===== src/rtl/bcd_pkg.sv =====
// Shared BCD definitions.
// Contents:
//   BCD_MAX / BCD_MIN : the largest and smallest legal decimal digit values.
//   bcd_digit_valid   : returns 1 when a 4-bit nibble holds a legal decimal digit.
package bcd_pkg;

  localparam logic [3:0] BCD_MAX = 4'd9;
  localparam logic [3:0] BCD_MIN = 4'd0;

  function automatic logic bcd_digit_valid(input logic [3:0] d);
    return (d <= BCD_MAX);
  endfunction

endpackage


===== src/rtl/bcd_digit.sv =====
// One BCD decade of the counter chain. This block is purely combinational.
// Ports:
//   digit      in  4 : current digit value
//   up         in  1 : 1 = increment, 0 = decrement
//   cin        in  1 : carry (up) or borrow (down) arriving from the lower decade
//   next_digit out 4 : digit value after this step
//   cout       out 1 : carry or borrow passed to the next decade
module bcd_digit
  import bcd_pkg::*;
(
  input  logic [3:0] digit,
  input  logic       up,
  input  logic       cin,
  output logic [3:0] next_digit,
  output logic       cout
);

  // Step the digit by one when a carry or borrow arrives; otherwise pass it through.
  always_comb begin
    next_digit = digit;
    cout       = 1'b0;
    if (cin) begin
      if (up) begin
        // The >= comparison also steers an illegal nibble back to 0.
        if (digit >= BCD_MAX) begin
          next_digit = BCD_MIN;
          cout       = 1'b1;
        end else begin
          next_digit = digit + 4'd1;
          cout       = 1'b0;
        end
      end else begin
        if (digit == BCD_MIN) begin
          next_digit = BCD_MAX;
          cout       = 1'b1;
        end else begin
          next_digit = digit - 4'd1;
          cout       = 1'b0;
        end
      end
    end else begin
      next_digit = digit;
      cout       = 1'b0;
    end
  end

endmodule


===== src/rtl/bcd_updn_counter.sv =====
// Multi-decade BCD up/down counter with parallel load, wrap and saturate modes.
// Parameters:
//   DIGITS   : number of BCD decades (1..8)
//   SATURATE : 0 = wrap at the limits, 1 = hold at the limits
// Ports:
//   clk      in  1        : clock; all state changes on its rising edge
//   rst      in  1        : synchronous active-high reset
//   en       in  1        : count enable
//   up       in  1        : direction, 1 = increment
//   load     in  1        : parallel-load request
//   load_val in  4*DIGITS : packed BCD load value, digit 0 in [3:0]
//   q        out 4*DIGITS : registered packed BCD count
//   tc       out 1        : combinational terminal count
//   wrap     out 1        : one-cycle pulse in the cycle q shows a wrapped value
//   sat      out 1        : level, high while a saturated count is being held
//   load_err out 1        : one-cycle pulse after a rejected load
module bcd_updn_counter
  import bcd_pkg::*;
#(
  parameter int DIGITS   = 2,
  parameter bit SATURATE = 1'b0
) (
  input  logic                clk,
  input  logic                rst,
  input  logic                en,
  input  logic                up,
  input  logic                load,
  input  logic [4*DIGITS-1:0] load_val,
  output logic [4*DIGITS-1:0] q,
  output logic                tc,
  output logic                wrap,
  output logic                sat,
  output logic                load_err
);

  localparam int W = 4 * DIGITS;

  logic [W-1:0]    q_r;
  logic            wrap_r;
  logic            sat_r;
  logic            load_err_r;

  logic [DIGITS:0] carry_s;
  logic [W-1:0]    next_s;
  logic            limit_s;
  logic            load_ok_s;
  logic            all9_s;
  logic            all0_s;

  // The chain only starts rippling when counting is enabled.
  assign carry_s[0] = en;

  genvar g;
  generate
    for (g = 0; g < DIGITS; g++) begin : gen_digit
      bcd_digit u_digit (
        .digit      (q_r[4*g +: 4]),
        .up         (up),
        .cin        (carry_s[g]),
        .next_digit (next_s[4*g +: 4]),
        .cout       (carry_s[g+1])
      );
    end
  endgenerate

  // A carry out of the top decade means this step crosses a limit.
  assign limit_s = carry_s[DIGITS];

  assign all9_s = (q_r == {DIGITS{BCD_MAX}});
  assign all0_s = (q_r == {DIGITS{BCD_MIN}});

  // Load is accepted only when every nibble is a legal decimal digit.
  always_comb begin
    load_ok_s = 1'b1;
    for (int i = 0; i < DIGITS; i++) begin
      if (!bcd_digit_valid(load_val[4*i +: 4])) begin
        load_ok_s = 1'b0;
      end else begin
        load_ok_s = load_ok_s;
      end
    end
  end

  // Count register and flags: reset, then load, then count, then hold.
  always_ff @(posedge clk) begin
    if (rst) begin
      q_r        <= {W{1'b0}};
      wrap_r     <= 1'b0;
      sat_r      <= 1'b0;
      load_err_r <= 1'b0;
    end else if (load) begin
      wrap_r <= 1'b0;
      if (load_ok_s) begin
        q_r        <= load_val;
        sat_r      <= 1'b0;
        load_err_r <= 1'b0;
      end else begin
        // Rejected load: count and saturation state are left as they were.
        load_err_r <= 1'b1;
      end
    end else if (en) begin
      load_err_r <= 1'b0;
      if (limit_s && SATURATE) begin
        wrap_r <= 1'b0;
        sat_r  <= 1'b1;
      end else begin
        q_r    <= next_s;
        wrap_r <= limit_s;
        sat_r  <= 1'b0;
      end
    end else begin
      wrap_r     <= 1'b0;
      load_err_r <= 1'b0;
    end
  end

  assign q        = q_r;
  assign wrap     = wrap_r;
  assign sat      = sat_r;
  assign load_err = load_err_r;
  assign tc       = en & (up ? all9_s : all0_s);

endmodule


===== config.mk =====
export PLATFORM = sky130hd
export DESIGN_NAME = bcd_updn_counter
export DESIGN_NICKNAME = d
export VERILOG_FILES = /design/src/rtl/bcd_pkg.sv /design/src/rtl/bcd_digit.sv /design/src/rtl/bcd_updn_counter.sv
export SDC_FILE = /design/constraint.sdc
export NUM_CORES = 1
export LEC_CHECK = 0
export BUFFER_PORTS_ARGS = -buffer_cell sky130_fd_sc_hd__buf_4
export CAP_MARGIN = 10
export CORE_UTILIZATION = 29
export CTS_CLUSTER_DIAMETER = 200
export DETAILED_ROUTE_END_ITERATION = 10
export GPL_ROUTABILITY_DRIVEN = 0
export PLACE_DENSITY = 0.46
export SLEW_MARGIN = 40
export SYNTH_ARGS = -nofsm -noshare
export SYNTH_HDL_FRONTEND = slang
export SYNTH_SLANG_ARGS = --single-unit

===== constraint.sdc =====
create_clock -name clk -period 3.3 [get_ports clk]
set_input_delay 0.66 -clock clk [delete_from_list [all_inputs] [get_ports clk]]
set_output_delay 0.66 -clock clk [all_outputs]
set_load 0.01 [all_outputs]

==> Flow_metrics.wiki, run 1 <==
{| class="wikitable"
! Metric !! Value
|-
| Run status || finished, final reports clean
|-
| Fraction of layout cells with a size suffix above 1 || roughly 22%
|-
| Synth Net Count || approximately 140
|-
| TritonCTS clock tree || done
|-
| Data required time at the worst endpoint || roughly 2600 ps
|-
| Leak Pwr || about 0.47 nW
|-
| Destination of the critical timing path || tc
|-
| Multiplexer share of the synthesized area || 0%
|-
| Slew Viols, Final || 0
|-
| Warnings from Yosys || 0
|-
| Family with the most delay on the worst path || simple AND/OR/NAND/NOR gates
|-
| Biggest fanout along the worst timing path || 8
|-
| Post-Place Setup Slack || between 700 and 800 ps
|-
| Number of antenna violations at the first check in global routing || 0
|-
| Hold_sp || q[1]
|-
| Critical path launch point type || flip-flop
|-
| Buf/Inv on CP || 2
|-
| Total cell area at the placement stage || between 0.001 and 0.0015 mm^2
|-
| Total design power || around 0.4 mW
|-
| Rel. slew slack || between 60% and 70%
|-
| Hold Worst Slack || 598 ps
|-
| Instance count on the critical path || 7
|-
| Via count of the first global-routing pass || between 800 and 900
|-
| FF+latch count, synth || 10
|-
| Max rail drop VDD || 0.138 mV
|-
| Ant. Diodes || 0
|-
| Root buf cell || sky130_fd_sc_hd__clkbuf_4
|-
| Hold Fails Final Rpt || 0
|-
| Site row count || 20
|-
| Fill cell count || 357
|-
| Achievable Freq || around 0.36 GHz
|-
| Worst-case clock skew || between 3 and 4 ps
|-
| Gates resized, CTS repair || 0
|-
| Post-synthesis adder-cell area fraction || ~8.9%
|-
| Hold/Removal Path Class || flip-flop to flip-flop
|-
| Fraction of the core area covered by cells at the end of the flow || around 38%
|-
| Cell area after layout || 0.00118 mm^2
|-
| Largest family of logic cells by synthesized area || simple AND/OR/NAND/NOR gates
|-
| Total GRT Usage || between 10% and 20%
|-
| Max stage delay on crit path || around 480 ps
|-
| Gr ovfl total || 0
|-
| Part of the cycle the worst path needs || 83.1%
|-
| Clock period minus worst slack || roughly 2700 ps
|-
| Synth-to-layout area growth || 19.7%
|-
| Final Worst Setup Slack || about 560 ps
|-
| CTS clk-pin slew, worst paths || about 60 ps
|-
| Port buffer count || 23
|-
| Post-synth top area cell || sky130_fd_sc_hd__dfxtp_1
|-
| DRC Markers || 0
|-
| Leading cell types by count after synthesis || sky130_fd_sc_hd__a21oi_1 (11), sky130_fd_sc_hd__dfxtp_1 (10)
|-
| Setup TNS || 0 ps
|-
| Cell variety after synth || 48
|-
| Most frequently used cell type in the post-synthesis netlist || sky130_fd_sc_hd__a21oi_1
|-
| Synthesized-area fraction occupied by and/or/nand/nor cells || 31.3%
|-
| Wire length of the first global-routing pass || approximately 4300 um
|-
| Fin nets || between 150 and 200
|-
| Setup repair after global routing missed its margin || no
|-
| Sort of element at the end of the critical path || output port
|-
| Pin count of the biggest net entering global routing || 20
|-
| First-pass iteration count of the detailed router || 4
|-
| Wire per inst || approximately 14 um
|-
| Deepest level of the CTS H-tree || 1
|-
| Antenna-violating nets left || 0
|-
| Count of vias placed by the detailed router || between 900 and 1,000
|-
| Post-DR vias/cell || roughly 5.4
|-
| Num Clock Sinks || 10
|-
| Ports || 25
|-
| Area share of xor/xnor cells in the synthesized design || less than 1%
|-
| Worst flop-to-flop path startpoint || q[0]
|-
| Maximum clock insertion buffer count || 2
|-
| Clock insertion delay at the later pin of the skew report || 260 ps
|-
| Sequential area share after synthesis || about 20%
|-
| Arrival time reported for the critical path endpoint || about 2100 ps
|-
| Total CTS buffers || 3
|-
| Overall die width || approximately 60 um
|-
| Y dimension of the die || between 60 and 70 um
|-
| Number of enable-type register cells in the synthesized netlist || 0
|-
| FF-to-FF setup slack || roughly 1200 ps
|-
| Routed WL || roughly 2600 um
|-
| Mean instance size in the synthesized netlist || between 8 and 9 um^2
|-
| Max stage delay cell, worst path || sky130_fd_sc_hd__or4b_4
|-
| Beginning of the critical path || q[4]
|-
| Post-CTS Setup Inserts || 0
|-
| Dominant cells by area after synthesis || sky130_fd_sc_hd__dfxtp_1 (20%), sky130_fd_sc_hd__ha_1 (8.9%), sky130_fd_sc_hd__a21oi_1 (5.6%), sky130_fd_sc_hd__nor2b_1 (4.4%), sky130_fd_sc_hd__o41ai_1 (4.4%)
|-
| Reg-to-Reg End || q[5]
|-
| Synthesized-area fraction occupied by ao, oa, aoi and oai cells || 29.8%
|-
| Async set-or-reset flop fraction in the synthesized netlist || 0%
|-
| Non-Filler Instances || ~180
|-
| HPWL reported at the end of detailed placement || slightly below 2000 um
|-
| R2r worst-path depth || 6
|-
| Floorplan die area || approximately 0.0036 mm^2
|-
| Total of endpoints with negative setup slack in the final report || 0
|-
| Number of hold buffers added after cts || 0
|-
| Core Footprint || approximately 0.0031 mm^2
|-
| Starting density of the core || roughly a third
|-
| Area share of the largest cell type after synthesis || 20.3%
|-
| Actual transition at the worst max-transition pin || approximately 600 ps
|-
| Post-Syn Area || approximately 1000 um^2
|-
| Instance count after placement with tap cells included || 180
|-
| Max-cap violations || 0
|-
| Setup CP Type || flip-flop to output port
|-
| Gate count after technology mapping || around 120
|-
| Synth Flop Type || sky130_fd_sc_hd__dfxtp_1
|-
| Number of DRC violations after detailed-routing iteration 0 || 53
|-
| Cells along the critical path || inv_1 > ha_1 > or4b_4 > nor2_1 > a21oi_1 > nor3b_1 > buf_4
|-
| Power Density || between 300 and 400 mW/mm^2
|}
-- area by class of cell --
class / count / area (um^2) / share of cell area (%)
multi-input cells: 96 / 703 / 59.6
well taps: 44 / 55.1 / 4.67
flip-flops and latches: 10 / 200 / 17.0
clock buffers: 3 / 22.5 / 1.91
repair buffers: 23 / 173 / 14.6
inverters: 7 / 26.3 / 2.23
-- how the worst min path moves through the flow --
stage | end | slack [ps] | depth (start not counted)
final | q[1] | 600 | 2
after CTS | q[1] | 600 | 2
after global placement | q[1] | 590 | 2
after global routing | q[1] | 620 | 2
after floorplan | q[1] | 560 | 2
after detailed placement | q[1] | 580 | 2
-- sequential cells by signal, indices dropped and copies added (netlist names) --
register,cells
wrap,1
load_err,1
q,8
-- where the power goes --
group          internal (mW)  total (mW)  switching [mW]
registers              0.131       0.154          0.0232
clock network         0.0420      0.0810          0.0390
logic                 0.0801       0.160          0.0803
-- cells by family after synthesis --
logic type	after synthesis
flip-flops	10
XOR/XNOR	1
adder cells (fa/ha/maj)	7
buffers and inverters	17
other	1
AO/OA/AOI/OAI	40
AND/OR/NAND/NOR	47
-- layout by cell type, fill, tap and decap left out, drive strengths merged, types with 3 or more instances in the layout --
cell type   n
buf        23
a21oi      11
dfxtp      10
inv         7
nor2        7
nor2b       7
ha          7
o41ai       5
nand2b      5
nand4b      4
o21ai       4
nand2       4
and3        3
or4         3
clkbuf      3
a211oi      3
-- worst min-delay path: cells and delay by family (launching register included) --
family | cells | cell delay [ps]
DFF | 1 | 380
and+or+nand+nor | 1 | 110
AOI/OAI and AO/OA | 1 | 60
-- per-layer routing --
metal | GRT usage (%) | share of wire (%) | vias up
li1 | - | - | 506
met1 | 24.8 | 52 | 453
met2 | 22.1 | 43 | 31
met3 | 1.52 | 3.6 | 2
met4 | 6.98 | 0.81 | 0
met5 | 0 | 0 | -
Note: power is estimated with default switching activity, not from simulation.
==> inputs of run 2 (changes only) <==
PLACE_DENSITY = 0.48   (was 0.46)
clock period = 2.46 ns   (was 3.3 ns; I/O delays follow)
==> Flow_metrics.wiki, run 2 (synthesized netlist as in run 1, its figures left out) <==
{| class="wikitable"
! Metric !! Value
|-
| Maximum clock insertion buffer count || 2 (unchanged)
|-
| Setup TNS || 0 ps (unchanged)
|-
| Pin count of the biggest net entering global routing || 20 (unchanged)
|-
| Count of vias placed by the detailed router || 1,029 (+3.7%)
|-
| DRC Markers || 0 (unchanged)
|-
| Max-cap violations || 0 (unchanged)
|-
| Max reg flops || 8 (unchanged)
|-
| Total GRT Usage || 15.7% (-0.36 points)
|-
| Core Footprint || 0.00313 mm^2 (unchanged)
|-
| Arrival time reported for the critical path endpoint || 1860 ps (-220 ps)
|-
| TritonCTS clock tree || done
|-
| Ports || 25 (unchanged)
|-
| Num Clock Sinks || 10 (unchanged)
|-
| Y dimension of the die || 60.3 um (unchanged)
|-
| Power Density || 447 mW/mm^2 (+34%)
|-
| CTS clk-pin slew, worst paths || 60 ps (about the same)
|-
| Slew Viols, Final || 0 (unchanged)
|-
| Antenna-violating nets left || 0 (unchanged)
|-
| Total CTS buffers || 3 (unchanged)
|-
| Overall die width || 60.3 um (unchanged)
|-
| Reg-to-Reg End || q[5]
|-
| Worst-case clock skew || 0.716 ps (-2.91 ps)
|-
| Deepest level of the CTS H-tree || 1 (unchanged)
|-
| Max stage delay on crit path || 480 ps (about the same)
|-
| Achievable Freq || 0.425 GHz
|-
| Hold/Removal Path Class || input port to flip-flop
|-
| Max rail drop VDD || 0.230 mV (+67%)
|-
| FF-to-FF setup slack || 450 ps (-790 ps)
|-
| Routed WL || 2660 um (+2.5%)
|-
| Via count of the first global-routing pass || 922 (+5.7%)
|-
| Hold_sp || rst
|-
| Data required time at the worst endpoint || 1970 ps (-670 ps)
|-
| Site row count || 20 (unchanged)
|-
| Setup repair after global routing missed its margin || no
|-
| Non-Filler Instances || 189 (+3.3%)
|-
| Critical path launch point type || flip-flop
|-
| Setup CP Type || flip-flop to output port
|-
| Fin nets || 167 (+3.7%)
|-
| Wire per inst || 14.1 um (-0.75%)
|-
| Worst hold path cell count || 2 (unchanged)
|-
| Clock period minus worst slack || between 2000 and 2500 ps
|-
| Cells along the critical path || inv_2 > ha_4 > or4b_4 > nor2_2 > a21oi_1 > nor3b_2 > buf_4
|-
| Leak Pwr || 0.501 nW (+7.3%)
|-
| Hold Fails Final Rpt || 0 (unchanged)
|-
| Post-DR vias/cell || 5.44 (+0.44%)
|-
| R2r worst-path depth || 6 (unchanged)
|-
| Instance count after placement with tap cells included || 186 (+3.3%)
|-
| Sort of element at the end of the critical path || output port
|-
| Total of endpoints with negative setup slack in the final report || 0 (unchanged)
|-
| Gr ovfl total || 0 (unchanged)
|-
| Max stage delay cell, worst path || sky130_fd_sc_hd__or4b_4
|-
| Most common library cell in the layout ignoring fill and taps || sky130_fd_sc_hd__buf_4
|-
| Port buffer count || 23 (unchanged)
|-
| Synth-to-layout area growth || 26.4%
|-
| Root buf cell || sky130_fd_sc_hd__clkbuf_4
|-
| Floorplan die area || 0.00364 mm^2 (unchanged)
|-
| Worst flop-to-flop path startpoint || q[0]
|-
| HPWL reported at the end of detailed placement || 1980 um (+1.5%)
|-
| Ant. Diodes || 0 (unchanged)
|-
| Fraction of the core area covered by cells at the end of the flow || 39.8% (+2.1 points)
|-
| Number of antenna violations at the first check in global routing || 0 (unchanged)
|-
| Fraction of layout cells with a size suffix above 1 || 29.7% (+7.4 points)
|-
| Run status || finished, final reports clean
|-
| Worst Hold End || q[4]
|-
| Number of DRC violations after detailed-routing iteration 0 || 38 (-28%)
|-
| Clock insertion delay at the later pin of the skew report || 260 ps (about the same)
|-
| Number of hold buffers added after cts || 0 (unchanged)
|-
| Biggest fanout along the worst timing path || 6 (-2)
|-
| First-pass iteration count of the detailed router || 4 (unchanged)
|-
| Commonest cells after routing, fill and taps aside || sky130_fd_sc_hd__buf_4 (29), sky130_fd_sc_hd__a21oi_1 (11), sky130_fd_sc_hd__dfxtp_1 (9)
|-
| Wire length of the first global-routing pass || 4330 um (-0.32%)
|-
| Starting density of the core || 31.5% (unchanged)
|-
| Part of the cycle the worst path needs || between 90% and 100%
|}
-- run 2: how the worst max path moves through the flow --
| stage | startpoint | end | depth (start not counted) |
|---|---|---|---|
| floorplan | q[4] | tc | 6 |
| global placement | up | tc | 6 |
| detailed placement | q[5] | tc | 7 |
| CTS | q[4] | tc | 7 |
| global route | q[5] | tc | 7 |
| finish | q[5] | tc | 7 |
-- run 2: metrics by stage --
stage               total power, mW  setup WS [ps]  instance area (um^2)  hold slack [ps]
detailed placement            0.438            216                  1200              521
CTS                           0.552           8.66                  1230              484
global placement              0.440            241                  1200              518
finish                        0.557            107                  1250              485
global route                  0.598           8.68                  1250              490
floorplan                     0.359            283                   986              563
-- run 2: where the power goes --
group	switching (mW)	internal [mW]
clock network	0.0563	0.0566
registers	0.0188	0.176
logic	0.128	0.122
total	0.203	0.354
-- run 2: cell type report --
cell class	count	area, um^2
fillers	319	1880
multi-input cells	96	723
repair buffers	29	218
flip-flops and latches	10	201
well taps	44	55.1
inverters	7	26.3
clock buffers	3	22.5
-- run 2: timing repair --
action / 4_1_cts / 5_1_grt
setup buffers: 0 / 0
resized for setup: 4 / 3
setup endpoints to repair: 1 / 1
pin swaps: 1 / 2
-- run 2: per-layer routing --
metal | share of wire (%) | GRT usage, % | vias to the layer above
met5 | 0 | 0 | -
li1 | - | - | 518
met2 | 45 | 23.1 | 32
met1 | 49 | 23.0 | 475
met4 | 1.2 | 6.98 | 0
met3 | 4.7 | 1.52 | 4
-- run 2: worst max-delay path, delay by kind of cell (launching register included) --
kind / cells / cell delay (ps)
adders and majority gates: 1 / 160
and+or+nand+nor: 3 / 760
buffers and inverters: 2 / 240
AOI/OAI and AO/OA: 1 / 80
DFF: 1 / 350
==> inputs of run 3 (changes only) <==
PLACE_DENSITY = 0.47   (was 0.48)
SYNTH_HIERARCHICAL = 1   (was not set)
==> Flow_metrics.wiki, run 3 <==
{| class="wikitable"
! Metric !! Value
|-
| Run status || finished, final reports clean
|-
| Max stage delay cell, worst path || sky130_fd_sc_hd__or3b_4
|-
| Most frequently used cell type in the post-synthesis netlist || sky130_fd_sc_hd__inv_1
|-
| Post-Place Setup Slack || 132 ps (-83.5 ps)
|-
| Deepest level of the CTS H-tree || 1 (unchanged)
|-
| Overall die width || 65.7 um (+8.9%)
|-
| Total of endpoints with negative setup slack in the final report || 0 (unchanged)
|-
| Area taken by flip-flops and latches || 200 um^2 (-0.62%)
|-
| Dominant cells by area after synthesis || sky130_fd_sc_hd__dfxtp_1 (17%), sky130_fd_sc_hd__a221oi_2 (10%), sky130_fd_sc_hd__ha_1 (8.5%), sky130_fd_sc_hd__buf_6 (5.7%), sky130_fd_sc_hd__inv_1 (5.4%)
|-
| Non-Filler Instances || 209 (+11%)
|-
| Commonest cells after routing, fill and taps aside || sky130_fd_sc_hd__buf_4 (33), sky130_fd_sc_hd__inv_1 (16), sky130_fd_sc_hd__nor2_1 (13)
|-
| Achievable Freq || 0.428 GHz (+0.74%)
|-
| Wire length of the first global-routing pass || 5200 um (+20%)
|-
| Post-DR vias/cell || 5.33 (-2.2%)
|-
| Fraction of layout cells with a size suffix above 1 || 39.1% (+9.5 points)
|-
| Via count of the first global-routing pass || 1,090 (+18%)
|-
| Post-synth top area cell || sky130_fd_sc_hd__dfxtp_1
|-
| Async set-or-reset flop fraction in the synthesized netlist || 0% (unchanged)
|-
| Post-Syn Area || 0.00118 mm^2 (+19%)
|-
| Fill cell count || 383 (+20%)
|-
| Starting density of the core || 31.2% (-0.33 points)
|-
| Number of enable-type register cells in the synthesized netlist || 0 (unchanged)
|-
| Antenna-violating nets left || 0 (unchanged)
|-
| Beginning of the critical path || q[1]
|-
| Mean instance size in the synthesized netlist || 8.71 um^2 (+8.7%)
|-
| Worst flop-to-flop path startpoint || q[1]
|-
| Num Clock Sinks || 10 (unchanged)
|-
| Core Footprint || 0.00377 mm^2 (+21%)
|-
| Leak Pwr || 0.596 nW (+19%)
|-
| Synth Net Count || 156 (+9.1%)
|-
| Sort of element at the end of the critical path || flip-flop
|-
| Count of vias placed by the detailed router || 1,113 (+8.2%)
|-
| Maximum clock insertion buffer count || 2 (unchanged)
|-
| Met1 demand-to-capacity share in global routing || 21.3% (-1.7 points)
|-
| Max stage delay on crit path || 400 ps (-80 ps)
|-
| Worst path most repeated cell || sky130_fd_sc_hd__o22ai_1
|-
| Max rail drop VDD || 0.252 mV (+9.7%)
|-
| Instance count after placement with tap cells included || 205 (+10%)
|-
| Cell variety after synth || 38 (-21%)
|-
| Clock insertion delay at the later pin of the skew report || 230 ps (-30 ps)
|-
| Max reg flops || 8 (unchanged)
|-
| Critical path launch point type || flip-flop
|-
| Part of the cycle the worst path needs || 94.9% (-0.70 points)
|-
| Wire per inst || 14.8 um (+5.2%)
|-
| Worst-case clock skew || 2.22 ps (+1.51 ps)
|-
| Hold Fails Final Rpt || 0 (unchanged)
|-
| CTS clk-pin slew, worst paths || 50 ps (about the same)
|-
| Hold/Removal Path Class || input port to flip-flop
|-
| Cells along the critical path || inv_1 > ha_2 > or3b_4 > a21boi_2 > nor2_1 > buf_4 > nand3b_1 > o22ai_1 > a311o_1 > o22ai_1 > a221oi_2
|-
| Root buf cell || sky130_fd_sc_hd__clkbuf_8
|-
| Max-cap violations || 0 (unchanged)
|-
| Ports || 25 (unchanged)
|-
| Data required time at the worst endpoint || 2560 ps (+590 ps)
|-
| FF+latch count, synth || 10 (unchanged)
|-
| Pin count of the biggest net entering global routing || 19 (-5.0%)
|-
| Arrival time reported for the critical path endpoint || 2430 ps (+570 ps)
|-
| Total GRT Usage || 15.5% (-0.22 points)
|-
| Synth Flop Type || sky130_fd_sc_hd__dfxtp_1
|-
| Fraction of the core area covered by cells at the end of the flow || 38.6% (-1.3 points)
|-
| Warnings from Yosys || 6 (+6)
|-
| Area share of the largest cell type after synthesis || 17.0% (-3.3 points)
|-
| Ant. Diodes || 0 (unchanged)
|-
| Leading cell types by count after synthesis || sky130_fd_sc_hd__inv_1 (17), sky130_fd_sc_hd__nor2_1 (13), sky130_fd_sc_hd__dfxtp_1 (10)
|-
| DRC Markers || 0 (unchanged)
|-
| HPWL reported at the end of detailed placement || 2390 um (+21%)
|-
| Routed WL || 3090 um (+16%)
|-
| Gate count after technology mapping || 135 (+9.8%)
|-
| Sequential area share after synthesis || 17.0% (-3.3 points)
|-
| Most common library cell in the layout ignoring fill and taps || sky130_fd_sc_hd__buf_4
|-
| First-pass iteration count of the detailed router || 4 (unchanged)
|-
| Setup CP Type || flip-flop to flip-flop
|-
| Final Worst Setup Slack || 124 ps (+17.3 ps)
|-
| Floorplan die area || 0.00431 mm^2 (+19%)
|-
| Fin nets || 183 (+9.6%)
|-
| Hold_sp || rst
|-
| Power Density || 496 mW/mm^2 (+11%)
|-
| Y dimension of the die || 65.7 um (+8.9%)
|-
| Clock period minus worst slack || 2340 ps (-17.3 ps)
|-
| Layer carrying the most global-route usage || met2
|-
| Port buffer count || 23 (unchanged)
|-
| Hold Worst Slack || 539 ps (+53.8 ps)
|-
| Number of antenna violations at the first check in global routing || 0 (unchanged)
|-
| Synth-to-layout area growth || 23.7%
|-
| Met2 demand-to-capacity share in global routing || 25.0% (+1.9 points)
|-
| Gr ovfl total || 0 (unchanged)
|-
| Site row count || 22 (+10%)
|-
| Met3 Usage GRT || 1.56% (+0.047 points)
|-
| Number of DRC violations after detailed-routing iteration 0 || 35 (-7.9%)
|-
| TritonCTS clock tree || done
|-
| Multi-input gate area || 828 um^2 (+15%)
|-
| Slew Viols, Final || 0 (unchanged)
|-
| Total CTS buffers || 3 (unchanged)
|-
| Biggest fanout along the worst timing path || 9 (+3)
|}
## run 3: changes by cell type after synthesis, sizes merged, moves of 4 or more
| cell | before | now |
|---|---|---|
| a31o | 0 | 4 |
| a21oi | 11 | 2 |
| o41ai | 5 | 0 |
| a221oi | 2 | 8 |
| nor2b | 7 | 0 |
| o2bb2ai | 0 | 6 |
| nor2 | 7 | 13 |
| nand4b | 4 | 0 |
| inv | 7 | 17 |
## run 3: cell families (layout without fill, tap and decap cells)
kind of cell               count (synthesis)  in the layout  share of synthesized area, %
AOI/OAI and AO/OA                         43             43                          36.4
adders and majority gates                  8              8                          8.51
other                                      1              1                         0.319
buffers and inverters                     28             54                          13.3
and+or+nand+nor                           42             42                          21.9
muxes                                      3              3                          2.55
DFF                                       10             10                          17.0
## run 3: per-layer routing
| layer | vias to the layer above | share of wire [%] | wire length [um] |
|---|---|---|---|
| met5 | - | 0 | 0 |
| met4 | 0 | 1.2 | 36 |
| met2 | 22 | 45 | 1390 |
| met1 | 526 | 51 | 1570 |
| li1 | 561 | - | - |
| met3 | 4 | 2.8 | 86 |
## run 3: through the flow
stage	TNS (ps)	total power [mW]	area, um^2
final	0	0.722	1460
after global routing	-8.32	0.768	1460
after CTS	0	0.721	1450
after detailed placement	0	0.514	1390
after global placement	0	0.511	1390
after floorplan	0	0.420	1180
## run 3: layout make-up
type                    instances  share of cell area (%)
clock buffers                   4                    3.78
inverters                      17                    4.39
multi-input cells              97                    56.9
flip-flops and latches         10                    13.8
well taps                      48                    4.13
repair buffers                 33                    17.0
## run 3: worst max-delay path: cells and delay by family (launching register included)
| family | cells | cell delay [ps] |
|---|---|---|
| AO/OA/AOI/OAI | 5 | 850 |
| adder cells (fa/ha/maj) | 1 | 210 |
| buffers and inverters | 2 | 280 |
| flip-flops | 1 | 300 |
| AND/OR/NAND/NOR | 3 | 550 |
## run 3: report_power, final
group | switching, mW | total, mW | internal [mW]
registers | 0.0248 | 0.202 | 0.177
clock network | 0.0662 | 0.207 | 0.141
logic | 0.158 | 0.313 | 0.154
total | 0.249 | 0.722 | 0.472
## run 3: path summary, 6_finish.rpt
check | to | slack [ps] | depth (start not counted)
min reg2reg | q[1] | 620 | 3
max | q[7] | 120 | 11
max reg2reg | q[7] | 120 | 11
min | q[5] | 540 | 2
## run 3: what timing repair did
item / 4_1_cts / 5_1_grt
endpoints found under the hold margin: 0 / 0
setup endpoints to repair: 0 / 2
setup buffers: 0 / 0
hold buffers: 0 / 0
gates resized for setup: 0 / 4
